**config.mk**
```make
export PLATFORM = sky130hd
export DESIGN_NAME = enigma_rotor_stage
export DESIGN_NICKNAME = d
export VERILOG_FILES = /design/src/rtl/enigma_pkg.sv /design/src/rtl/rotor_wiring_ram.sv /design/src/rtl/enigma_rotor_stage.sv
export SDC_FILE = /design/constraint.sdc
export NUM_CORES = 1
export LEC_CHECK = 0
export BUFFER_PORTS_ARGS = -buffer_cell sky130_fd_sc_hd__buf_4
export CAP_MARGIN = 20
export CORE_MARGIN = 5
export CORE_UTILIZATION = 30
export DETAILED_ROUTE_END_ITERATION = 16
export SLEW_MARGIN = 10
export SYNTH_ARGS = -nofsm -noshare
export SYNTH_HDL_FRONTEND = slang
export SYNTH_HIERARCHICAL = 1
export SYNTH_SLANG_ARGS = --single-unit
```
**constraint.sdc**
```tcl
create_clock -name clk -period 11.5 [get_ports clk]
set_clock_uncertainty 0.15 [all_clocks]
set_input_delay 0.575 -clock clk [delete_from_list [all_inputs] [get_ports clk]]
set_output_delay 0.575 -clock clk [all_outputs]
set_load 0.02 [all_outputs]
```
**src/rtl/enigma_pkg.sv**
```systemverilog
// Shared types and modular helper for the table-programmable rotor stage.
package enigma_pkg;
   localparam int ALPHA_DEF = 26;
   localparam int BASE_A    = 65;
   localparam int MOD_W     = 7;

   typedef enum logic [2:0] {
      UNCFG,
      CHECK,
      IDLE,
      CALC,
      OUT
   } rotor_state_e;

   // Operands must be < alpha (b may equal alpha); one conditional subtract folds the sum.
   function automatic logic [MOD_W-1:0] mod_add(input logic [MOD_W-1:0] a,
                                                input logic [MOD_W-1:0] b,
                                                input int alpha);
      logic [MOD_W-1:0] s;
      s = a + b;
      if (s >= MOD_W'(alpha)) s = s - MOD_W'(alpha);
      return s;
   endfunction
endpackage

```
**src/rtl/rotor_wiring_ram.sv**
```systemverilog
// Forward wiring table plus its inverse, written together so the inverse tracks every update.
// Combinational reads; addresses at or beyond ALPHA read as zero.
module rotor_wiring_ram #(
   parameter int ALPHA = 26,
   parameter int IDX_W = $clog2(ALPHA)
) (
   input  logic             clk,
   input  logic             we,
   input  logic [IDX_W-1:0] waddr,
   input  logic [IDX_W-1:0] wdata,
   input  logic [IDX_W-1:0] fwd_raddr,
   output logic [IDX_W-1:0] fwd_rdata,
   input  logic [IDX_W-1:0] inv_raddr,
   output logic [IDX_W-1:0] inv_rdata
);
   logic [IDX_W-1:0] fwd_mem [ALPHA];
   logic [IDX_W-1:0] inv_mem [ALPHA];

   always_ff @(posedge clk) begin
      if (we) begin
         fwd_mem[waddr] <= wdata;
         inv_mem[wdata] <= waddr;
      end
   end

   assign fwd_rdata = (int'(fwd_raddr) < ALPHA) ? fwd_mem[fwd_raddr] : '0;
   assign inv_rdata = (int'(inv_raddr) < ALPHA) ? inv_mem[inv_raddr] : '0;
endmodule

```
**src/rtl/enigma_rotor_stage.sv**
```systemverilog
// Rotor stage: programmable wiring with inverse, ring, notch carry; one symbol per 3 cycles,
// out_valid two cycles after acceptance, output held until out_ready (no input taken meanwhile).
module enigma_rotor_stage
   import enigma_pkg::*;
#(
   parameter int ALPHA = ALPHA_DEF,
   parameter int SYM_W = 8,
   parameter int BASE  = BASE_A,
   parameter int STEP  = 1,
   parameter int IDX_W = $clog2(ALPHA)
) (
   input  logic             clk,
   input  logic             reset,
   input  logic             cfg_we,
   input  logic [IDX_W-1:0] cfg_addr,
   input  logic [SYM_W-1:0] cfg_data,
   input  logic             cfg_load,
   input  logic [IDX_W-1:0] cfg_pos,
   input  logic [IDX_W-1:0] cfg_ring,
   input  logic [IDX_W-1:0] cfg_notch,
   output logic             cfg_ok,
   input  logic             adv_in,
   output logic             carry_out,
   input  logic             in_valid,
   output logic             in_ready,
   input  logic [SYM_W-1:0] in_sym,
   input  logic             in_dir,
   output logic             out_valid,
   input  logic             out_ready,
   output logic [SYM_W-1:0] out_sym,
   output logic             out_err
);
   rotor_state_e     state_q;
   logic             cfg_ok_q, in_ready_q, out_valid_q, out_err_q, carry_q;
   logic [SYM_W-1:0] out_sym_q, sym_q;
   logic             dir_q, err_q, bad_q;
   logic [IDX_W-1:0] pos_q, ring_q, notch_q, pcap_q, idx_q;

   logic             wr_ok, chk_bad, in_err_d;
   logic [IDX_W-1:0] wr_data, fwd_raddr, inv_raddr, fwd_rdata, inv_rdata;
   logic [IDX_W-1:0] calc_x, calc_e, calc_w, calc_y, pos_d;
   logic [SYM_W-1:0] out_sym_d;

   // Writes whose index or target falls outside the alphabet are dropped entirely.
   assign wr_ok   = cfg_we && (int'(cfg_addr) < ALPHA)
                    && (int'(cfg_data) >= BASE) && (int'(cfg_data) < BASE + ALPHA);
   assign wr_data = IDX_W'(cfg_data - SYM_W'(BASE));

   assign in_err_d = !((int'(in_sym) >= BASE) && (int'(in_sym) < BASE + ALPHA));

   rotor_wiring_ram #(.ALPHA(ALPHA), .IDX_W(IDX_W)) u_ram (
      .clk       (clk),
      .we        (wr_ok),
      .waddr     (cfg_addr),
      .wdata     (wr_data),
      .fwd_raddr (fwd_raddr),
      .fwd_rdata (fwd_rdata),
      .inv_raddr (inv_raddr),
      .inv_rdata (inv_rdata)
   );

   always_comb begin
      calc_x    = IDX_W'(sym_q - SYM_W'(BASE));
      calc_e    = IDX_W'(mod_add(mod_add(MOD_W'(calc_x), MOD_W'(pcap_q), ALPHA),
                                 MOD_W'(ALPHA) - MOD_W'(ring_q), ALPHA));
      // The check chains the two reads: inv is addressed by what fwd returns.
      fwd_raddr = (state_q == CHECK) ? idx_q : calc_e;
      inv_raddr = (state_q == CHECK) ? fwd_rdata : calc_e;
      chk_bad   = (int'(fwd_rdata) >= ALPHA) || (inv_rdata != idx_q);
      calc_w    = dir_q ? inv_rdata : fwd_rdata;
      calc_y    = IDX_W'(mod_add(mod_add(MOD_W'(calc_w), MOD_W'(ring_q), ALPHA),
                                 MOD_W'(ALPHA) - MOD_W'(pcap_q), ALPHA));
      out_sym_d = err_q ? sym_q : SYM_W'(calc_y) + SYM_W'(BASE);
      pos_d     = IDX_W'(mod_add(MOD_W'(pos_q), MOD_W'(STEP), ALPHA));
   end

   always_ff @(posedge clk) begin
      if (reset) begin
         state_q     <= UNCFG;
         cfg_ok_q    <= 1'b0;
         in_ready_q  <= 1'b0;
         out_valid_q <= 1'b0;
         out_sym_q   <= '0;
         out_err_q   <= 1'b0;
         carry_q     <= 1'b0;
         pos_q       <= '0;
         ring_q      <= '0;
         notch_q     <= '0;
         pcap_q      <= '0;
         idx_q       <= '0;
         sym_q       <= '0;
         dir_q       <= 1'b0;
         err_q       <= 1'b0;
         bad_q       <= 1'b0;
      end else begin
         carry_q <= 1'b0;
         if (adv_in && (state_q inside {IDLE, CALC, OUT})) begin
            pos_q   <= pos_d;
            carry_q <= (pos_q == notch_q);
         end
         if (wr_ok) begin
            state_q     <= UNCFG;
            cfg_ok_q    <= 1'b0;
            in_ready_q  <= 1'b0;
            out_valid_q <= 1'b0;
         end else if (cfg_load) begin
            state_q     <= CHECK;
            pos_q       <= cfg_pos;
            ring_q      <= cfg_ring;
            notch_q     <= cfg_notch;
            idx_q       <= '0;
            bad_q       <= 1'b0;
            cfg_ok_q    <= 1'b0;
            in_ready_q  <= 1'b0;
            out_valid_q <= 1'b0;
         end else begin
            case (state_q)
               UNCFG: ;
               CHECK: begin
                  if (int'(idx_q) == ALPHA - 1) begin
                     if (bad_q || chk_bad) begin
                        state_q <= UNCFG;
                     end else begin
                        state_q    <= IDLE;
                        cfg_ok_q   <= 1'b1;
                        in_ready_q <= 1'b1;
                     end
                  end else begin
                     idx_q <= idx_q + IDX_W'(1);
                     bad_q <= bad_q | chk_bad;
                  end
               end
               IDLE: begin
                  if (in_valid) begin
                     sym_q      <= in_sym;
                     dir_q      <= in_dir;
                     err_q      <= in_err_d;
                     pcap_q     <= pos_q;
                     in_ready_q <= 1'b0;
                     state_q    <= CALC;
                  end
               end
               CALC: begin
                  out_sym_q   <= out_sym_d;
                  out_err_q   <= err_q;
                  out_valid_q <= 1'b1;
                  state_q     <= OUT;
               end
               OUT: begin
                  if (out_ready) begin
                     out_valid_q <= 1'b0;
                     in_ready_q  <= 1'b1;
                     state_q     <= IDLE;
                  end
               end
               default: state_q <= UNCFG;
            endcase
         end
      end
   end

   assign cfg_ok    = cfg_ok_q;
   assign in_ready  = in_ready_q;
   assign out_valid = out_valid_q;
   assign out_sym   = out_sym_q;
   assign out_err   = out_err_q;
   assign carry_out = carry_q;
endmodule

```
==> out/results.txt, run 1 <==
global-route wire length before repair -> 54.8 mm
post-layout util -> 38.3%
Post-Place Setup Slack -> -286 ps
Min-Delay Path Class -> primary input to register
I/O pin count -> 57
Synth Flop Type -> edfxtp_1
WHS Path Cells -> 3
R2R setup slack -> 300 ps
total clock buffers created by CTS -> 36
cell count after synthesis -> 1095
Avg Cell Area, Syn -> 13.5 sq um
post-synth cell types -> 77
critical path class -> register to register
DRT iter0 DRCs -> 843
die width -> 232 um
outcome -> complete, no violations
Achievable Freq -> 0.0893 GHz
Pre-antenna DRT Iters -> 5
worst hold endpoint -> pos_q[1]
Vias/cell -> 5.01
ys async rst share -> 0%
IO buf count -> 56
placer's final routability congestion estimate -> 0.837
Finished Cell Area -> 0.0187 sq mm
drt wl/cell -> 18.3 um
die area -> 0.0540 sq mm
Mapped Area -> 0.0148 sq mm
latest clock arrival within the worst-skew pair -> 550 ps
starting density of the core -> 30.3%
worst path bufs/invs -> 6
endpoints failing hold -> 0
max-cap violation count -> 0
GRT overflow -> 0
Slew Viols, Final -> 0
RSZ-0062 raised after global routing -> true
Hold Crit Start -> cfg_pos[1]
crit share post-route -> 97.4%
Worst slew margin -> 35.5%
placed instance area -> 0.0168 sq mm
layout cells sized above 1 -> 31.0%
H-tree Lvls -> 2
R2R Path End -> out_sym[2]
drt total wl -> 36.1 mm
DRC -> 0
Arrival @ worst endpoint -> 11490 ps
Setup WS post-layout -> 301 ps
Finish-stage setup viols -> 0
clock sinks -> 312
Core Area -> 0.0490 sq mm
synthesis-to-finish area growth -> 26.3%
CP max FO -> 7
# diodes -> 0
maximum clock path buffer count -> 3
Startpoint Class -> register
pwr dens -> 216 mW/mm^2
Leakage -> 0.00671 uW
dpl hpwl -> 23.8 mm
Std-Cell Rows -> 81
Max VDD drop -> 0.000175 V
syn nets -> 1181
clock root buffer master -> clkbuf_16
crit-path max cell delay -> 530 ps
die span in y -> 232 um
vias -> 9909
Least-Margin Pin Slew -> 964 ps
Top delay family on crit path -> simple AND/OR/NAND/NOR gates
worst-path cell with the longest stage delay -> or4_4
Seq/Total Area, Yosys -> 59.7%
register bit total from synthesis -> 312
GRT Total Usage -> 12.9%
CTS tree -> built
min cycle time layout -> 11200 ps
path depth of the worst reg2reg path -> 50
CP Capture Type -> register
Synthesis Warnings -> 6
hold-fix buffers at CTS -> 0
critical path required time -> 11790 ps
ANT nets after route -> 0
reg2reg start -> sym_q[0]
Clock transition at path regs -> 60 ps
Final Net Count -> 1373
EDFF count, synth -> 260
pin count of the biggest net entering global routing -> 50
antenna violations before repair -> 0
vias in the first global route -> 9806
==> area by class of cell <==
type                            count  area (sq um)
Clock buffer                       47           963
Clock inverter                     16           133
Fill cell                        4535         30200
Inverter                           31           116
Multi-Input combinational cell    711          6240
Sequential cell                   312          8850
Tap cell                          664           831
Timing Repair Buffer              195          1590
==> where the power goes <==
group / switching [uW] / internal, uW
clock network: 445 / 618
registers: 7.01 / 1230
logic: 861 / 886
total: 1310 / 2740
==> tightest hold or removal path: stages <==
cell	delay, ps
buf_4	80
a21oi_1	50
nor2_1	70
==> cell usage in the layout (no fill, tap or decap), types with 7 or more instances in the layout <==
cell type / count
a21o_1: 16
mux2i_1: 43
buf_4: 185
nand2b_1: 8
dfxtp_1: 50
o211ai_1: 7
nor2b_1: 19
nor3_1: 10
mux2_2: 10
nand2_1: 67
a211oi_1: 17
nor2_1: 124
clkbuf_1: 10
a31oi_1: 7
edfxtp_1: 260
ha_1: 29
nand3_1: 14
inv_1: 28
nand3b_1: 12
mux4_2: 45
o21ai_1: 7
or3_1: 9
xnor2_1: 17
o21ai_0: 12
xor2_1: 18
a21oi_1: 39
ha_4: 7
clkbuf_16: 40
==> kinds of logic (layout without fill, tap and decap cells) <==
| logic type | Yosys count | in the layout | synth area share (%) |
|---|---|---|---|
| AND/OR/NAND/NOR | 313 | 313 | 10.1 |
| XOR/XNOR | 47 | 47 | 2.78 |
| AO/OA/AOI/OAI | 195 | 196 | 8.97 |
| buffers and inverters | 73 | 289 | 2.43 |
| adder cells (fa/ha/maj) | 42 | 42 | 3.75 |
| multiplexers | 113 | 113 | 12.3 |
| flip-flops | 312 | 312 | 59.7 |
==> synth_stat cells, types with 5 or more instances <==
library cell | instances | share of area (%)
dfxtp_1 | 52 | 7.0
nand3b_1 | 12 | 0.61
o22ai_1 | 8 | 0.34
nand3_1 | 14 | 0.47
nor2b_1 | 19 | 0.80
mux2i_1 | 48 | 3.2
a31oi_1 | 12 | 0.51
clkbuf_1 | 24 | 0.61
or3_1 | 11 | 0.46
inv_1 | 31 | 0.78
a21o_1 | 16 | 0.81
mux2_2 | 13 | 0.99
o21ai_1 | 6 | 0.20
nand2_1 | 71 | 1.8
xnor2_1 | 22 | 1.3
xor2_1 | 25 | 1.5
or3b_2 | 6 | 0.35
a21oi_1 | 46 | 1.6
o21ai_0 | 22 | 0.74
mux4_1 | 8 | 1.4
nor3_1 | 12 | 0.41
nor2_1 | 128 | 3.2
nand4_1 | 6 | 0.25
ha_1 | 38 | 3.2
a211oi_1 | 21 | 1.1
edfxtp_1 | 260 | 53
o31ai_1 | 6 | 0.30
buf_2 | 10 | 0.34
o41ai_1 | 5 | 0.30
or2_2 | 5 | 0.21
mux4_2 | 43 | 6.5
nand2b_1 | 8 | 0.34
o211ai_1 | 7 | 0.35
==> sequential cells by signal (all words and copies together) (netlist names) <==
name,flops
err_q,1
state_q,3
u_ram/fwd_mem,130
in_ready,1
pos_q,5
u_ram/inv_mem,130
cfg_ok,1
ring_q,5
out_sym,8
out_valid,1
carry_out,1
out_err,1
dir_q,1
notch_q,5
bad_q,1
sym_q,8
pcap_q,5
idx_q,5
==> per-stage QoR <==
stage	std cells	setup TNS (ps)	hold slack [ps]	power [uW]
after floorplan	1095	0	287	2150
after global placement	1883	-261	293	2640
after detailed placement	1883	-639	304	2660
after CTS	1948	0	93.5	3760
after global routing	1976	-600	119	4270
final	1976	0	122	4050
==> how the worst max path moves through the flow <==
| stage | depth (start not counted) | from | slack [ps] | to |
|---|---|---|---|---|
| after floorplan | 54 | sym_q[0] | 30 | out_sym[2] |
| after global placement | 52 | sym_q[0] | -150 | out_sym[2] |
| after detailed placement | 53 | sym_q[0] | -290 | out_sym[2] |
| after CTS | 53 | sym_q[0] | 7 | out_sym[2] |
| after global routing | 53 | sym_q[0] | -240 | out_sym[4] |
| final | 50 | sym_q[0] | 300 | out_sym[2] |
==> metal layers <==
layer	global-route usage (%)	routed length (um)	share of wire (%)	vias to the layer above
li1	-	-	-	4598
met5	0	0	0	-
met3	2.75	2060	5.7	70
met1	17.4	16000	44	4983
met2	20.8	17200	48	258
met4	3.91	850	2.4	0
==> repair_timing <==
action / 4_1_cts / 5_1_grt
endpoints found under the setup margin: 4 / 5
setup buffers: 2 / 25
cloned: 1 / 3
pin swaps: 2 / 48
resized for setup: 12 / 110
Note: power is estimated with default switching activity, not from simulation.
==> run 2, diff against run 1 <==
Settings changed: HOLD_SLACK_MARGIN set to 0.15, PLACE_DENSITY_LB_ADDON set to 0.1.
==> out/results.txt, run 2 (synthesis results as in run 1) <==
outcome -> complete, no violations
Top delay family on crit path -> compound AO/OA/AOI/OAI gates
CP Capture Type -> register
Achievable Freq -> 0.0899 GHz (+0.64%)
drt wl/cell -> 19.6 um (+7.4%)
commonest non-fill, non-tap cells in the layout -> 260 x edfxtp_1, 203 x buf_4, 125 x nor2_1, 66 x nand2_1, 50 x dfxtp_1
Fillers -> 4657 (+2.7%)
most common library cell in the layout ignoring fill and taps -> edfxtp_1
crit share post-route -> 96.8% (-0.62 points)
maximum clock path buffer count -> 3 (unchanged)
Min-Delay Path Class -> primary input to register
reg2reg start -> sym_q[0]
Leakage -> 0.00705 uW (+5.1%)
GRT overflow -> 0 (unchanged)
Flop pwr share -> 29.2% (-1.4 points)
Finish-stage setup viols -> 0 (unchanged)
vias -> 9840 (-0.70%)
min cycle time layout -> 11130 ps (-71.6 ps)
Clock transition at path regs -> 60 ps (about the same)
internal power -> 2900 uW (+5.9%)
IO buf count -> 56 (unchanged)
worst path bufs/invs -> 9 (+3)
Arrival @ worst endpoint -> 11400 ps (-90 ps)
critical path class -> register to register
global-route wire length before repair -> 59.8 mm (+9.1%)
share of power burned in the clock network -> 27.9% (+1.7 points)
Hold Crit Start -> cfg_pos[3]
layout cells sized above 1 -> 33.1% (+2.1 points)
Core Area -> 0.0490 sq mm (unchanged)
worst-path cell with the longest stage delay -> or4_4
Logic pwr share -> 42.9% (-0.2 points)
pin count of the biggest net entering global routing -> 50 (unchanged)
pwr dens -> 220 mW/mm^2 (+1.7%)
Worst slew margin -> 22.4% (-13 points)
antenna violations before repair -> 0 (unchanged)
switch share -> 31.7% (-0.68 points)
max-cap violation count -> 0 (unchanged)
total clock buffers created by CTS -> 37 (+2.8%)
H-tree Lvls -> 2 (unchanged)
CP max FO -> 7 (unchanged)
dpl hpwl -> 27.2 mm (+14%)
setup_tns -> 0 ps (unchanged)
Std-Cell Rows -> 81 (unchanged)
biggest regs -> u_ram/fwd_mem (130), u_ram/inv_mem (130)
Startpoint Class -> register
Final Net Count -> 1422 (+3.6%)
crit-path max cell delay -> 510 ps (-20 ps)
Psw -> 1350 uW (+2.7%)
CTS tree -> built
placed instance area -> 0.0170 sq mm (+1.6%)
overall power -> 4250 uW (+4.9%)
drt total wl -> 39.8 mm (+10%)
clock sinks -> 312 (unchanged)
endpoints failing hold -> 0 (unchanged)
Vias/cell -> 4.85 (-3.3%)
ANT nets after route -> 0 (unchanged)
DRC -> 0 (unchanged)
die width -> 232 um (unchanged)
starting density of the core -> 30.3% (unchanged)
synthesis-to-finish area growth -> 30.3%
CP startpoint -> sym_q[0]
GRT Total Usage -> 14.4% (+1.5 points)
Slew Viols, Final -> 0 (unchanged)
vias in the first global route -> 10031 (+2.3%)
critical path required time -> 11770 ps (-20 ps)
clock root buffer master -> clkbuf_16
I/O pin count -> 57 (unchanged)
die area -> 0.0540 sq mm (unchanged)
Max VDD drop -> 0.000114 V (-35%)
most used cell, CP -> xnor2_2
Least-Margin Pin Slew -> 1150 ps (+191 ps)
placed cells -> 1910 (+1.4%)
die span in y -> 232 um (unchanged)
Finished Cell Area -> 0.0193 sq mm (+3.2%)
DRT iter0 DRCs -> 617 (-27%)
Final Non-Filler Cells -> 2030 (+2.7%)
latest clock arrival within the worst-skew pair -> 550 ps (about the same)
Pre-antenna DRT Iters -> 4 (-1)
placer's final routability congestion estimate -> 0.759 (-9.3%)
run 2: cell types whose count changed in the layout (fill, tap and decap cells not counted), moves of 4 or more:
cell and change:
bufinv_16 +4, dlygate4sd3_1 +24, buf_6 +4, buf_4 +18, buf_12 +5, a211oi_2 +4
run 2: power by group through the flow:
| stage | Sequential, uW | Combinational, uW | Clock (uW) |
|---|---|---|---|
| after floorplan | 1260 | 888 | 0 |
| after CTS | 1240 | 1590 | 1220 |
| final | 1240 | 1820 | 1180 |
| after global routing | 1240 | 1980 | 1270 |
| after detailed placement | 1270 | 1530 | 0 |
| after global placement | 1270 | 1530 | 0 |
run 2: timing repair:
item | in CTS | in global routing
cloned | 1 | 2
hold endpoints to repair | 25 | 0
pin swaps | 7 | 51
setup endpoints to repair | 5 | 5
setup buffers | 0 | 24
hold buffers | 24 | 0
gates resized for setup | 22 | 110
run 2: path summary, 6_finish.rpt:
| check | to | slack, ps | cells after the start |
|---|---|---|---|
| setup / recovery | out_sym[4] | 370 | 55 |
| hold / removal | pos_q[3] | 200 | 3 |
| setup reg to reg | out_sym[4] | 370 | 55 |
| hold reg to reg | out_sym[0] | 310 | 2 |
run 2: cell type report:
class / instances / area, sq um / area share, %
Timing Repair Buffer: 244 / 2080 / 10.8
Clock buffer: 46 / 970 / 5.02
Multi-Input combinational cell: 710 / 6210 / 32.1
Clock inverter: 22 / 259 / 1.34
Antenna cell: 1 / 2.50 / 0.0130
Tap cell: 664 / 831 / 4.30
Inverter: 31 / 116 / 0.602
Sequential cell: 312 / 8850 / 45.8
run 2: worst reg2reg max path, delay by kind of cell, from the launching register on:
family                     cells  cell delay [ps]
xor gates and xnor gates       6              940
muxes                          5             1220
adders and majority gates      9             2390
AOI/OAI and AO/OA             18             2850
buffers and inverters          9             1170
and+or+nand+nor                8             1940
DFF                            1              330
run 2: metrics by stage:
stage	hold slack, ps	setup WS (ps)	utilization (%)
after global placement	293	-236	34.8
after global routing	186	-80.6	39.5
after floorplan	287	25.0	-
after CTS	166	2.34	38.1
final	200	372	39.5
after detailed placement	301	-330	34.8
run 2: metal layers:
metal | global-route usage, % | up-vias | share of wire (%)
li1 | - | 4707 | -
met5 | 0 | - | 0
met4 | 4.03 | 0 | 1.9
met1 | 19.9 | 4909 | 47
met3 | 2.08 | 46 | 3.8
met2 | 23.7 | 178 | 47
==> run 3, diff against run 2 <==
Settings changed: BUFFER_PORTS_ARGS -buffer_cell sky130_fd_sc_hd__buf_4 to unset, DONT_BUFFER_PORTS set to 1.
==> out/results.txt, run 3 (synthesis results as in run 1) <==
RSZ-0062 raised after global routing -> true
Min-Delay Path Class -> primary input to register
Final Net Count -> 1357 (-4.6%)
internal power -> 2760 uW (-4.9%)
DRT iter0 DRCs -> 518 (-16%)
maximum clock path buffer count -> 3 (unchanged)
critical path required time -> 11790 ps (+20 ps)
antenna violations before repair -> 1 (+1)
CTS tree -> built
placer's final routability congestion estimate -> 0.773 (+1.9%)
Psw -> 1360 uW (+0.90%)
Worst slew margin -> 32.3% (+9.9 points)
pwr dens -> 219 mW/mm^2 (-0.65%)
Least-Margin Pin Slew -> 1010 ps (-143 ps)
# diodes -> 0 (-1)
critical path class -> register to register
clock root buffer master -> clkbuf_16
starting density of the core -> 30.3% (unchanged)
IO buf count -> 0 (-100%)
H-tree Lvls -> 2 (unchanged)
most used cell, CP -> buf_4
Hold Crit Start -> cfg_load
Post-Place Setup Slack -> -391 ps (-61.0 ps)
commonest non-fill, non-tap cells in the layout -> 260 x edfxtp_1, 127 x buf_4, 124 x nor2_1, 65 x nand2_1, 50 x dfxtp_1
Slew Viols, Final -> 0 (unchanged)
most common library cell in the layout ignoring fill and taps -> edfxtp_1
overall power -> 4120 uW (-3.0%)
switch share -> 33.0% (+1.3 points)
Logic pwr share -> 44.1% (+1.2 points)
dpl hpwl -> 27.0 mm (-0.46%)
total clock buffers created by CTS -> 36 (-2.7%)
max-cap violation count -> 0 (unchanged)
GRT overflow -> 0 (unchanged)
R2R setup slack -> 360 ps (about the same)
global-route wire length before repair -> 60.4 mm (+1.1%)
worst-path cell with the longest stage delay -> or4_4
Clock transition at path regs -> 60 ps (about the same)
CP Capture Type -> register
Std-Cell Rows -> 81 (unchanged)
vias -> 9640 (-2.0%)
ANT nets after route -> 0 (unchanged)
share of power burned in the clock network -> 25.8% (-2.1 points)
endpoints failing hold -> 0 (unchanged)
biggest regs -> u_ram/fwd_mem (130), u_ram/inv_mem (130)
I/O pin count -> 57 (unchanged)
GRT Total Usage -> 14.6% (+0.25 points)
WHS Path Cells -> 2 (-1)
vias in the first global route -> 10096 (+0.65%)
Leakage -> 0.00666 uW (-5.4%)
Startpoint Class -> register
synthesis-to-finish area growth -> 27.2%
min cycle time layout -> 11140 ps (+10.7 ps)
clock sinks -> 312 (unchanged)
die span in y -> 232 um (unchanged)
layout cells sized above 1 -> 29.6% (-3.5 points)
Vias/cell -> 4.91 (+1.4%)
die area -> 0.0540 sq mm (unchanged)
Finish-stage setup viols -> 0 (unchanged)
R2R Path End -> out_sym[2]
Flop pwr share -> 30.1% (+0.9 points)
latest clock arrival within the worst-skew pair -> 550 ps (about the same)
drt total wl -> 40.1 mm (+0.83%)
outcome -> complete, no violations
DRC -> 0 (unchanged)
worst hold endpoint -> state_q[2]
Pre-antenna DRT Iters -> 5 (+1)
pin count of the biggest net entering global routing -> 49 (-2.0%)
crit share post-route -> 96.9% (about the same)
crit-path max cell delay -> 460 ps (-50 ps)
path depth of the worst reg2reg path -> 54 (-1.8%)
reg2reg start -> sym_q[0]
die width -> 232 um (unchanged)
Setup WS post-layout -> 361 ps (-10.7 ps)
CP max FO -> 9 (+2)
drt wl/cell -> 20.5 um (+4.3%)
Core Area -> 0.0490 sq mm (unchanged)
Arrival @ worst endpoint -> 11430 ps (+30 ps)
Max VDD drop -> 0.000155 V (+36%)
Achievable Freq -> 0.0898 GHz (about the same)
## run 3: cell count changes in the layout (fill, tap and decap cells not counted), sizes merged
cell,change
buf,-72
dlygate4sd3,+9
clkinv,+8
clkbuf,-7
bufinv,-4
inv,-2
clkinvlp,+1
diode,-1
## run 3: worst max-delay path by stage
stage                     slack (ps)     start         end  cells after the start
after floorplan                   30  sym_q[0]  out_sym[2]                     54
after global placement          -320  sym_q[0]  out_sym[2]                     53
after detailed placement        -390  sym_q[0]  out_sym[2]                     53
after CTS                         20  sym_q[0]  out_sym[2]                     57
after global routing            -170  sym_q[0]  out_sym[4]                     59
final                            360  sym_q[0]  out_sym[2]                     54
## run 3: final cells by class
| type | instances | area, sq um |
|---|---|---|
| Tap cell | 664 | 831 |
| Inverter | 31 | 116 |
| Sequential cell | 312 | 8850 |
| Clock inverter | 25 | 180 |
| Multi-Input combinational cell | 710 | 6330 |
| Clock buffer | 40 | 916 |
| Fill cell | 4684 | 30100 |
| Timing Repair Buffer | 180 | 1630 |
## run 3: worst max-delay path: cells and delay by family, from the launching register on
family / cells / cell delay [ps]
mux: 8 / 2160
compound gates: 17 / 2660
buf+inv: 9 / 1150
fa+ha+maj: 6 / 1770
xor+xnor: 2 / 390
simple gates: 12 / 2390
flops: 1 / 330
## run 3: per-stage QoR
step           hold slack [ps]  TNS (ps)  cells  util (%)  area (sq um)
2_1_floorplan              287         0   1095         -         14800
3_3_place_gp               306      -992   1846      33.8         16600
3_5_place_dp               315     -1310   1846      33.8         16600
4_1_cts                    151         0   1953      37.3         18300
5_1_grt                    173      -289   1962      38.5         18900
6_report                   181         0   1962      38.5         18900
## run 3: power by group through the flow
stage	Combinational [uW]	Clock (uW)	Sequential [uW]
2_1_floorplan	888	0	1260
3_3_place_gp	1490	0	1270
3_5_place_dp	1500	0	1270
4_1_cts	1600	1100	1240
5_1_grt	1970	1150	1240
6_report	1820	1060	1240
## run 3: per-layer routing
metal / track usage [%] / wire (um) / share of wire, %
met5: 0 / 7 / 0.017
met4: 4.60 / 993 / 2.5
met2: 23.7 / 18700 / 47
met1: 19.8 / 18500 / 46
met3: 3.03 / 1860 / 4.6
## run 3: repair_timing
| item | CTS | global route |
|---|---|---|
| setup buffers | 7 | 7 |
| hold endpoints to repair | 179 | 0 |
| endpoints found under the setup margin | 5 | 5 |
| cloned | 1 | 1 |
| pin swaps | 9 | 50 |
| hold buffers | 34 | 0 |
| gates resized for setup | 39 | 109 |
